### src/rtl/pla_pkg.sv
// Shared constants for the piecewise-linear sigmoid/tanh unit.
// Breakpoints use 3 fraction bits and offsets use 5; both are rescaled to the datapath inside the modules.
package pla_pkg;

  typedef enum logic {
    PLA_SIGMOID = 1'b0,
    PLA_TANH    = 1'b1
  } pla_mode_e;

  // Breakpoints 1, 2.375 and 5 in units of 2^-3
  localparam int BP_FRAC = 3;
  localparam int BP_ONE  = 8;
  localparam int BP_MID  = 19;
  localparam int BP_SAT  = 40;

  // Slopes 1/4, 1/8 and 1/32 as right-shift amounts
  localparam int SH_LO  = 2;
  localparam int SH_MID = 3;
  localparam int SH_HI  = 5;

  // Offsets 0.5, 0.625 and 0.84375 in units of 2^-5
  localparam int OFS_FRAC = 5;
  localparam int OFS_LO   = 16;
  localparam int OFS_MID  = 20;
  localparam int OFS_HI   = 27;

endpackage

### src/rtl/pla_segment.sv
// Combinational base-sigmoid segment map s(a) for a = |z| >= 0, shift-and-add only.
// a and s are unsigned fixed-point with FI fraction bits; s lies in [0.5, 1.0].
module pla_segment
  import pla_pkg::*;
#(
  parameter int WI = 17,
  parameter int FI = 11
) (
  input  logic [WI-1:0] a,
  output logic [WI-1:0] s
);

  localparam logic [WI-1:0] BP1   = WI'(BP_ONE) << (FI - BP_FRAC);
  localparam logic [WI-1:0] BP2   = WI'(BP_MID) << (FI - BP_FRAC);
  localparam logic [WI-1:0] BP5   = WI'(BP_SAT) << (FI - BP_FRAC);
  localparam logic [WI-1:0] OF_LO = WI'(OFS_LO) << (FI - OFS_FRAC);
  localparam logic [WI-1:0] OF_MD = WI'(OFS_MID) << (FI - OFS_FRAC);
  localparam logic [WI-1:0] OF_HI = WI'(OFS_HI) << (FI - OFS_FRAC);
  localparam logic [WI-1:0] ONE   = WI'(1) << FI;

  // The datapath carries 5 extra fraction bits, so a >> 5 never loses precision
  always_comb begin
    if (a >= BP5) begin
      s = ONE;
    end else if (a >= BP2) begin
      s = (a >> SH_HI) + OF_HI;
    end else if (a >= BP1) begin
      s = (a >> SH_MID) + OF_MD;
    end else begin
      s = (a >> SH_LO) + OF_LO;
    end
  end

endmodule

### src/rtl/pla_activation.sv
// Streaming PLA sigmoid/tanh, 3-stage pipeline; a result is valid 3 cycles after the input is presented.
// Elastic valid/ready: a stage loads when empty or when its successor loads. PLA_ROUND_EN selects round-to-nearest.
module pla_activation
  import pla_pkg::*;
#(
  parameter int W_IN  = 10,
  parameter int IN_I  = 4,
  parameter int W_OUT = 10,
  parameter int OUT_I = 2
) (
  input  logic             clock,
  input  logic             resetn,
  input  logic             in_valid,
  output logic             in_ready,
  input  logic             in_mode,
  input  logic [W_IN-1:0]  in_data,
  output logic             out_valid,
  input  logic             out_ready,
  output logic [W_OUT-1:0] out_data
);

  localparam int F    = W_IN - IN_I;
  localparam int G    = W_OUT - OUT_I;
  localparam int FI   = F + 5;
  localparam int WI   = IN_I + 2 + FI;
  localparam int DROP = FI - G;

  localparam logic signed [WI-1:0] ONE    = WI'(1) << FI;
  localparam logic signed [WI-1:0] SAT_HI = WI'((1 << (W_OUT - 1)) - 1);
  localparam logic signed [WI-1:0] SAT_LO = ~SAT_HI;
`ifdef PLA_ROUND_EN
  localparam logic signed [WI-1:0] HALF   = WI'(1) << (DROP - 1);
`endif

  typedef struct packed {
    pla_mode_e       mode;
    logic            neg;
    logic [WI-1:0]   mag;
  } s1_t;

  typedef struct packed {
    pla_mode_e       mode;
    logic            neg;
    logic [WI-1:0]   s;
  } s2_t;

  logic s1_vld, s2_vld, s3_vld;
  logic ld1, ld2, ld3;
  s1_t  s1_q, s1_d;
  s2_t  s2_q, s2_d;

  assign ld3       = !s3_vld || out_ready;
  assign ld2       = !s2_vld || ld3;
  assign ld1       = !s1_vld || ld2;
  assign in_ready  = ld1;
  assign out_valid = s3_vld;

  // S1: two extra integer bits keep 2x and |x| in range for the most negative input
  logic signed [WI-1:0] x_ext, z;

  always_comb begin
    x_ext      = {{2{in_data[W_IN-1]}}, in_data, 5'b0};
    z          = (pla_mode_e'(in_mode) == PLA_TANH) ? (x_ext <<< 1) : x_ext;
    s1_d.mode  = pla_mode_e'(in_mode);
    s1_d.neg   = z[WI-1];
    s1_d.mag   = z[WI-1] ? -z : z;
  end

  // S2: segment select and shift-add
  logic [WI-1:0] seg_s;

  pla_segment #(
    .WI (WI),
    .FI (FI)
  ) u_seg (
    .a (s1_q.mag),
    .s (seg_s)
  );

  always_comb begin
    s2_d.mode = s1_q.mode;
    s2_d.neg  = s1_q.neg;
    s2_d.s    = seg_s;
  end

  // S3: reflect, tanh = 2s - 1, then drop fraction bits and saturate
  logic signed [WI-1:0] refl, y, yr, q;
  logic [W_OUT-1:0]     y_out;

  always_comb begin
    refl = s2_q.neg ? (ONE - signed'(s2_q.s)) : signed'(s2_q.s);
    y    = (s2_q.mode == PLA_TANH) ? ((refl <<< 1) - ONE) : refl;
`ifdef PLA_ROUND_EN
    yr   = y + HALF;
`else
    yr   = y;
`endif
    q    = yr >>> DROP;
    if (q > SAT_HI) begin
      y_out = SAT_HI[W_OUT-1:0];
    end else if (q < SAT_LO) begin
      y_out = SAT_LO[W_OUT-1:0];
    end else begin
      y_out = q[W_OUT-1:0];
    end
  end

  always_ff @(posedge clock or negedge resetn) begin
    if (!resetn) begin
      s1_vld   <= 1'b0;
      s2_vld   <= 1'b0;
      s3_vld   <= 1'b0;
      s1_q     <= '0;
      s2_q     <= '0;
      out_data <= '0;
    end else begin
      if (ld1) begin
        s1_vld <= in_valid;
        if (in_valid) s1_q <= s1_d;
      end
      if (ld2) begin
        s2_vld <= s1_vld;
        if (s1_vld) s2_q <= s2_d;
      end
      if (ld3) begin
        s3_vld <= s2_vld;
        if (s2_vld) out_data <= y_out;
      end
    end
  end

endmodule

### config.mk
export PLATFORM = sky130hd
export DESIGN_NAME = pla_activation
export DESIGN_NICKNAME = d
export VERILOG_FILES = /design/src/rtl/pla_pkg.sv /design/src/rtl/pla_segment.sv /design/src/rtl/pla_activation.sv
export SDC_FILE = /design/constraint.sdc
export NUM_CORES = 1
export LEC_CHECK = 0
export ABC_AREA = 1
export BUFFER_PORTS_ARGS = -buffer_cell sky130_fd_sc_hd__buf_2
export CORE_UTILIZATION = 45
export CTS_CLUSTER_DIAMETER = 120
export DETAILED_ROUTE_END_ITERATION = 12
export GPL_TIMING_DRIVEN = 0
export SETUP_SLACK_MARGIN = 0.05
export SYNTH_ARGS = -nofsm -noshare
export SYNTH_HDL_FRONTEND = slang
export SYNTH_HIERARCHICAL = 1
export SYNTH_SLANG_ARGS = --single-unit
### constraint.sdc
create_clock -name clock -period 2.5 [get_ports clock]
set_clock_uncertainty 0.15 [all_clocks]
set_input_delay 0.125 -clock clock [delete_from_list [all_inputs] [get_ports clock]]
set_output_delay 0.125 -clock clock [all_outputs]
set_load 0.005 [all_outputs]
==> metrics, run 1 <==
status=complete, no violations; critical path fanouts, max=5; ys async rst share=100%; antenna violations before repair=0; Multi-input gate area=2360 µm²; Slowest cell on crit path=dfrtp_2; full die area=8720 µm²; most frequent cells in the layout=nand2_1 (141), inv_1 (70), nor2_1 (57); CTS tree=done; WP data required=~2.5 ns; crit-path cells=nor2_4, inv_2, nor2_2, nand2_2, nand3_2, nand2_2, buf_4, buf_4, nor2_1, nand2_1, nand2_1, nand2_1, nand2_1, nand3_4, a21oi_4, a21oi_1; DIE WIDTH=93.4 µm; maximum root-to-sink buffer count=2; PortBufs=24; Final Instance Area=4360 µm²; top-area cell type share of the netlist area=between 30 and 40%; dpl cell area=4050 µm²; setup TNS=0 ns; RSZ-0062 raised after global routing=yes; register area=1150 µm²; Initial Util=47.6%; prevailing post-synth register cell=dfrtp_1; sequential fraction of the synthesis area=30.6%; worst reg2reg endpoint=out_data[1]$_DFFE_PN0P_; Synth area leader=dfrtp_1; most used routing layer=met2; Top Family by Delay on Critical Path=simple AND/OR/NAND/NOR gates; Area contributors post-synth=dfrtp_1 (31%), nand2_1 (14%), inv_1 (7.1%); antenna fix cells=0; met2 GRT Util=40.4%; Routed Antenna Nets=0; HPWL Detailed=around 6400 µm; reg2reg setup slack=0.1 ns; crit path kind=reg2reg; Max Clk Rate=0.416 GHz; Num CTS Buffers=5; IO Count=27; Worst Max-Slew Pin Slew=1.06 ns; fin crit share=96.1%; CP peak stage delay=~0.48 ns; Total GRT Usage=21.2%; Filler Cell Count=765; crit path capture type=flop; layout cell share with drive strength beyond 1=between 20% and 30%; minimum clock period=2.40 ns; M1 GR Usage=approximately a quarter; commonest non-fill, non-tap cell in the layout=nand2_1; grt met3 use=2.68%; Final Net Count=628; final setup violation count=0; DR vias=3428; largest net degree at the start of global routing=47; number of synthesized flops with an enable pin=0; 1st-iter DRT viols=74; final hold slack=0.00426 ns; # DRC=0; worst r2r src=s2_q[8]$_DFFE_PN0P_; Worst-path clk slew=0.10 ns; number of global-route vias before repair=3231; synth warn=6; first-pass GRT wire length=14800 µm; final count of pins violating max slew=0; total power=4.57 mW; # rows=32; hold depth=3; worst min-delay path class=in2reg; Root Driver=clkbuf_8; First-pass DRT Iterations=4; worst skew pair latency=0.30 ns; Detailed Route WL=~8400 µm; Pleak=2.19 nW; PwrDens=between 1000 and 1500 nW/µm²; Core Area=just under 8000 µm²; synthesized area per cell=6.84 µm²; Hold Path End=s1_q[5]$_DFFE_PN0P_; synthesized netlist cell count=549; maximum VDD drop=289 µV; global placer's final weighted congestion=~0.86; #FFs+latches synth=46; Final Hold Viols=0; GRT overflow=0; worst r2r path cells=16; WL/cell=11.9 µm; Max-cap violations=0; Netlist cell types=39; area growth from synthesis to layout=16.2%; Data arrival, critical path=2.44 ns; worst path buffer plus inverter count=3; htree depth=2; crit start category=flop; CP dominant cell by count=nand2_1; DR vias/cell=4.85; mapped cell area=approximately 3800 µm²; HP Start=in_data[0]; Die H=93.4 µm; max_slew headroom=29.5%; clock sink count=46
==> timing repair <==
action | CTS | global route
pin swaps | 8 | 14
gates cloned | 2 | 0
hold endpoints to repair | 48 | 0
setup endpoints to repair | 9 | 10
buffers inserted | 5 | 2
hold buffers | 3 | 0
resized for setup | 12 | 21
==> sequential cells by signal, indices dropped and copies added, names as in the netlist <==
register,cells
s2_vld,1
out_valid,1
s1_q,14
s2_q,19
out_data,10
s1_vld,1
==> power by group <==
part           switching [mW]  internal, mW
Sequential              0.253          1.01
Clock                   0.273         0.198
Combinational            1.74          1.10
Total                    2.26          2.31
==> cells in the mapped netlist (6+ instances only) <==
cell type  count
xor2_1        15
clkbuf_1      10
a21oi_1       33
nand2_1      144
dfrtp_1       46
nand2_2       12
nor2_2         6
nand3_1       34
nand3_2       13
nor2_1        60
o21ai_0       33
ha_1           9
inv_1         71
a21oi_2        8
==> layout make-up <==
cell class	count	share of cell area, %
Tap cell	102	2.92
Inverter	76	6.59
Clock buffer	6	1.66
Buffer	22	3.44
Sequential cell	46	26.4
Timing Repair Buffer	34	4.64
Clock inverter	2	0.315
Multi-Input combinational cell	419	54.0
==> worst max-delay path by stage <==
stage	from	endpoint	slack [ns]	cells past startpoint
5_1_grt	s2_q[0]$_DFFE_PN0P_	out_data[1]$_DFFE_PN0P_	-0.07	15
2_1_floorplan	s2_q[0]$_DFFE_PN0P_	out_data[5]$_DFFE_PN0P_	0.21	15
6_report	s2_q[8]$_DFFE_PN0P_	out_data[1]$_DFFE_PN0P_	0.1	16
4_1_cts	s2_q[1]$_DFFE_PN0P_	out_data[7]$_DFFE_PN0P_	0.07	16
3_3_place_gp	s2_q[8]$_DFFE_PN0P_	out_data[2]$_DFFE_PN0P_	-0.05	15
3_5_place_dp	s2_q[8]$_DFFE_PN0P_	out_data[2]$_DFFE_PN0P_	-0.09	17
==> stage by stage <==
| stage | utilization [%] | std cells | setup WS (ns) |
|---|---|---|---|
| after floorplan | - | 561 | 0.206 |
| after global placement | 51.3 | 687 | -0.0502 |
| after detailed placement | 51.3 | 687 | -0.0912 |
| after CTS | 54.1 | 705 | 0.0707 |
| after global routing | 55.3 | 707 | -0.0738 |
| final | 55.3 | 707 | 0.0975 |
==> layer usage <==
| layer | wire [µm] | vias to the layer above | part of all wire, % |
|---|---|---|---|
| met5 | 0 | - | 0 |
| met4 | 58 | 0 | 0.69 |
| met3 | 212 | 6 | 2.5 |
| met2 | 4460 | 48 | 53 |
| met1 | 3660 | 1555 | 44 |
| li1 | - | 1819 | - |
==> cells by family after synthesis <==
logic type                 synth area share [%]
buffers and inverters                      11.6
DFF                                        30.6
AOI/OAI and AO/OA                          12.5
other                                     0.200
and+or+nand+nor                            36.4
xor gates and xnor gates                   4.20
muxes                                      1.47
adders and majority gates                  3.00
==> worst min-delay path, stage by stage <==
cell,delay (ns)
buf_2,0.10
nand2_1,0.09
o21ai_0,0.09
Note: power is estimated with default switching activity, not from simulation.
==> inputs of run 2 (changes only) <==
--- a/config.mk
+++ b/config.mk
@@ -11,6 +11,7 @@
 export CTS_CLUSTER_DIAMETER = 120
 export DETAILED_ROUTE_END_ITERATION = 12
 export GPL_TIMING_DRIVEN = 0
+export PLACE_DENSITY_LB_ADDON = 0.12
 export SETUP_SLACK_MARGIN = 0.05
 export SYNTH_ARGS = -nofsm -noshare
 export SYNTH_HDL_FRONTEND = slang
==> metrics, run 2 (synthesis gave the netlist of run 1 again) <==
crit path kind=reg2reg; met2 GRT Util=39.6%; Core Util, Final=56.2%; Core Area=approximately 7900 µm²; IO Count=27; 1st-iter DRT viols=between 100 and 150; Die H=93.4 µm; Pleak=around 2.2 nW; most frequent cells in the layout=nand2_1 (137), inv_1 (70), nor2_1 (59); largest net degree at the start of global routing=47; PortBufs=24; Hold Path End=s1_q[8]$_DFFE_PN0P_; max_slew headroom=32.4%; Worst-path clk slew=0.10 ns; register area=1150 µm²; HPWL Detailed=6290 µm; worst r2r src=s2_q[0]$_DFFE_PN0P_; DR vias/cell=4.86; hold depth=3; crit path capture type=flop; CTS tree=done; minimum clock period=between 2 and 2.5 ns; Slowest cell on crit path=dfrtp_1; grt met3 use=2.60%; crit-path cells=nor2_4, nand2_4, nor2_4, nand2_2, nand2_1, nand2_1, nand2_2, inv_4, ha_4, nand3_4, nor2_2, nand2_1, nand3_2, nand2_2, nand3_4, a21oi_4, a21oi_1; CP peak stage delay=0.42 ns; First-pass DRT Iterations=4; # DRC=0; worst skew pair latency=0.30 ns; number of global-route vias before repair=~3400; Routed Antenna Nets=0; Reg with most FFs=s2_q; DR vias=3459; Top Registers=s2_q x19, s1_q x14, out_data x10; Root Driver=clkbuf_8; Initial Util=47.6%; crit start category=flop; commonest non-fill, non-tap cell in the layout=nand2_1; layout cell share with drive strength beyond 1=23.4%; Detailed Route WL=8270 µm; Largest register FFs=19; Max-cap violations=0; dpl cell area=4050 µm²; reg2reg setup slack=0.11 ns; Final Instance Area=4430 µm²; Num CTS Buffers=5; GRT overflow=0; # rows=32; Final Hold Viols=0; antenna violations before repair=0; M1 GR Usage=24.9%; status=complete, no violations; Total GRT Usage=21.1%; WP data required=2.54 ns; worst r2r path cells=17; htree depth=2; critical path fanouts, max=5; worst min-delay path class=in2reg; full die area=a little under 9000 µm²; HP Start=in_valid; clock sink count=46; Multi-input gate area=between 2000 and 2500 µm²; Max Clk Rate=0.419 GHz; DIE WIDTH=93.4 µm; PwrDens=between 1000 and 1500 nW/µm²; most used routing layer=met2; Filler Cell Count=770; first-pass GRT wire length=14900 µm; global placer's final weighted congestion=0.883; Worst Max-Slew Pin Slew=between 1 and 1.5 ns; maximum VDD drop=296 µV; fin crit share=roughly 96%; area growth from synthesis to layout=18.0%; Final Net Count=633; worst reg2reg endpoint=out_data[1]$_DFFE_PN0P_; Data arrival, critical path=2.43 ns; final count of pins violating max slew=0; antenna fix cells=0; RSZ-0062 raised after global routing=yes; final setup violation count=0; WL/cell=11.6 µm; maximum root-to-sink buffer count=2
==> run 2: changes by cell type in the layout (fill, tap and decap cells not counted), sizes merged <==
cell         previous run  this run
buf                    42        46
clkbuf                 17        16
clkinv                  3         1
clkinvlp                0         2
dlygate4sd3             3         4
inv                    75        76
==> run 2: area by class of cell <==
cell class,count,area share (%)
timing repair buffer,39,5.56
clock inverter,3,0.536
multi-input combinational,419,53.6
tap,102,2.88
inverter,76,6.49
buffer,22,3.39
clock buffer,5,1.55
sequential,46,26.0
==> run 2: worst max path at each step <==
stage,cells after the start,slack (ns),endpoint,start
2_1_floorplan,15,0.21,out_data[5]$_DFFE_PN0P_,s2_q[0]$_DFFE_PN0P_
3_3_place_gp,15,-0.05,out_data[2]$_DFFE_PN0P_,s2_q[8]$_DFFE_PN0P_
3_5_place_dp,17,-0.09,out_data[0]$_DFFE_PN0P_,s2_q[0]$_DFFE_PN0P_
4_1_cts,17,0.06,out_data[4]$_DFFE_PN0P_,s2_q[1]$_DFFE_PN0P_
5_1_grt,17,-0.06,out_data[3]$_DFFE_PN0P_,s2_q[5]$_DFFE_PN0P_
6_report,17,0.11,out_data[1]$_DFFE_PN0P_,s2_q[0]$_DFFE_PN0P_
==> run 2: repair_timing <==
| action | CTS | global route |
|---|---|---|
| pin swaps | 9 | 8 |
| gates resized for setup | 11 | 27 |
| hold buffers | 4 | 0 |
| gates cloned | 1 | 1 |
| setup buffers | 6 | 5 |
| endpoints found under the setup margin | 9 | 9 |
| endpoints found under the hold margin | 49 | 0 |
==> run 2: power by group <==
part	switching (mW)	internal [mW]	leakage, nW
combinational	1.81	1.18	1.63
sequential	0.245	1.01	0.542
clock	0.276	0.200	0.0408
==> run 2: through the flow <==
step	power [mW]	hold slack, ns	setup TNS [ns]	instances	setup slack [ns]
after floorplan	3.16	-0.321	0	561	0.206
after global placement	3.67	0.212	-0.314	687	-0.0458
after detailed placement	3.72	0.221	-0.758	687	-0.0944
after CTS	4.39	0.0276	0	706	0.0628
after global routing	5.22	0.0750	-0.184	712	-0.0602
final	4.72	0.0330	0	712	0.111
==> run 2: per-layer routing <==
layer  up-vias  share of wire, %  wire [µm]
li1       1832                 -          -
met1      1574                44       3620
met2        43                52       4320
met3        10               2.0        164
met4         0               2.0        164
met5         -                 0          0
==> run 2: critical path, delay by kind of cell (launching register included) <==
| family | cells | cell delay (ns) |
|---|---|---|
| buffers and inverters | 1 | 0.05 |
| adder cells (fa/ha/maj) | 1 | 0.17 |
| AO/OA/AOI/OAI | 2 | 0.35 |
| AND/OR/NAND/NOR | 13 | 1.15 |
| flip-flops | 1 | 0.42 |
==> inputs of run 3 (changes only) <==
--- a/config.mk
+++ b/config.mk
@@ -10,9 +10,9 @@
 export CORE_UTILIZATION = 45
 export CTS_CLUSTER_DIAMETER = 120
 export DETAILED_ROUTE_END_ITERATION = 12
-export GPL_TIMING_DRIVEN = 0
 export PLACE_DENSITY_LB_ADDON = 0.12
 export SETUP_SLACK_MARGIN = 0.05
+export SLEW_MARGIN = 10
 export SYNTH_ARGS = -nofsm -noshare
 export SYNTH_HDL_FRONTEND = slang
 export SYNTH_HIERARCHICAL = 1
==> metrics, run 3 (synthesis gave the netlist of run 1 again) <==
status=complete, no violations; area growth from synthesis to layout=15.1%; clock sink count=46; maximum root-to-sink buffer count=2; worst r2r path cells=14; Critical Path Start=s2_q[1]$_DFFE_PN0P_; worst r2r src=s2_q[1]$_DFFE_PN0P_; Core Area=7890 µm²; crit path kind=reg2reg; Hold Path End=s1_q[16]$_DFFE_PN0P_; Reg with most FFs=s2_q; final count of pins violating max slew=0; most frequent cells in the layout=nand2_1 (138), inv_1 (71), nor2_1 (59); GRT overflow=0; global placer's final weighted congestion=about 0.86; Setup WS post-layout=0.0764 ns; internal power=between 2 and 2.5 mW; crit start category=flop; Routed Antenna Nets=0; # DRC=0; number of global-route vias before repair=3229; met3 WL=138 µm; DR vias/cell=4.85; HPWL Detailed=6290 µm; antenna violations before repair=0; largest net degree at the start of global routing=27; Sw Pwr=2.30 mW; Data arrival, critical path=between 2 and 2.5 ns; Top Registers=s2_q x19, s1_q x14, out_data x10; layout cell share with drive strength beyond 1=roughly 23%; worst reg2reg endpoint=out_data[8]$_DFFE_PN0P_; full die area=8720 µm²; Clk pwr share=10.5%; crit path capture type=flop; DR WL met2=4200 µm; final setup violation count=0; Met1 Wirelength=3670 µm; Worst-path clk slew=0.11 ns; WP data required=2.55 ns; Combinational Power Share=between 60% and 70%; maximum VDD drop=394 µV; reg2reg setup slack=0.08 ns; WL/cell=11.5 µm; First-pass DRT Iterations=4; PwrDens=~1100 nW/µm²; Num CTS Buffers=5; first-pass GRT wire length=approximately 14000 µm; # rows=32; Final Net Count=619; worst skew pair latency=0.31 ns; RSZ-0062 raised after global routing=yes; CTS tree=done; switching portion of total power=50.1%; Die H=93.4 µm; htree depth=2; Total GRT Usage=19.6%; 1st-iter DRT viols=~120; Initial Util=between 40 and 50%; Top Family by Delay on Critical Path=simple AND/OR/NAND/NOR gates; HP Start=in_valid; Detailed Route WL=8060 µm; Core Util, Final=54.8%; Largest register FFs=19; Max Clk Rate=between 0.4 and 0.5 GHz; crit-path cells=nor2_4, nand2_4, nor2_4, nand2_2, nand3_2, nand2_2, inv_2, ha_4, nand3b_1, nand3_2, a21oi_2, nand3_4, a21oi_4, a21oi_2; minimum clock period=2.42 ns; Final Instance Area=4320 µm²; PortBufs=26; Root Driver=clkbuf_8; Max-cap violations=0; worst path buffer plus inverter count=1; worst min-delay path class=in2reg; Reg power frac=27.4%; IO Count=27; Final Hold Viols=0; critical path fanouts, max=5; dpl cell area=4020 µm²; total power=4.58 mW; commonest non-fill, non-tap cell in the layout=nand2_1; Pleak=2.17 nW; CP peak stage delay=0.41 ns; top sig layer=met4; hold depth=4; DIE WIDTH=93.4 µm; pre-CTS WS=around 0.057 ns; antenna fix cells=0; fin crit share=96.9%; DR vias=3386; Slowest cell on crit path=dfrtp_1
[run 3: changes by cell type in the layout (fill, tap and decap cells not counted), sizes merged]
cell	previous run	this run
buf	46	43
clkbuf	16	5
[run 3: timing repair]
| item | in CTS | in global routing |
|---|---|---|
| resized for setup | 1 | 31 |
| setup endpoints to repair | 1 | 9 |
| hold buffers | 4 | 0 |
| endpoints found under the hold margin | 23 | 0 |
| cloned | 0 | 2 |
| pin swaps | 0 | 20 |
| setup buffers | 0 | 3 |
[run 3: per-stage QoR]
| step | TNS [ns] | hold slack [ns] | std cells |
|---|---|---|---|
| 5_1_grt | -0.456 | 0.0952 | 698 |
| 3_3_place_gp | 0 | -0.0366 | 681 |
| 2_1_floorplan | 0 | -0.321 | 561 |
| 6_report | 0 | 0.0676 | 698 |
| 4_1_cts | 0 | 0.0719 | 693 |
| 3_5_place_dp | 0 | -0.0313 | 681 |
[run 3: final cells by class]
type	instances	area, µm²
timing repair buffer	47	298
tap	102	128
sequential	46	1150
fill	788	3560
inverter	76	285
multi-input combinational	419	2370
clock buffer	5	68.8
clock inverter	3	23.8
[run 3: how the worst max path moves through the flow]
| stage | endpoint | slack (ns) | cells after the start |
|---|---|---|---|
| after floorplan | out_data[5]$_DFFE_PN0P_ | 0.21 | 15 |
| after global placement | out_data[4]$_DFFE_PN0P_ | 0.1 | 15 |
| after detailed placement | out_data[8]$_DFFE_PN0P_ | 0.06 | 15 |
| after CTS | out_data[8]$_DFFE_PN0P_ | 0.07 | 17 |
| after global routing | out_data[4]$_DFFE_PN0P_ | -0.08 | 14 |
| final | out_data[8]$_DFFE_PN0P_ | 0.08 | 14 |
[run 3: power by group through the flow]
stage          combinational [mW]  clock [mW]  sequential, mW
6_report                     2.85       0.479            1.26
5_1_grt                      3.21       0.516            1.29
3_5_place_dp                 2.47           0            1.28
2_1_floorplan                1.93           0            1.23
4_1_cts                      2.48       0.494            1.26
3_3_place_gp                 2.44           0            1.27
[run 3: tightest hold or removal path, delay by kind of cell]
| kind | cells | cell delay, ns |
|---|---|---|
| buffers and inverters | 2 | 0.23 |
| AND/OR/NAND/NOR | 2 | 0.11 |
[run 3: layer usage]
layer  vias to the layer above  GRT usage, %
met1                      1543          23.3
met2                        34          37.4
li1                       1805             -
met4                         0          3.85
met3                         4          2.52
met5                         -             0
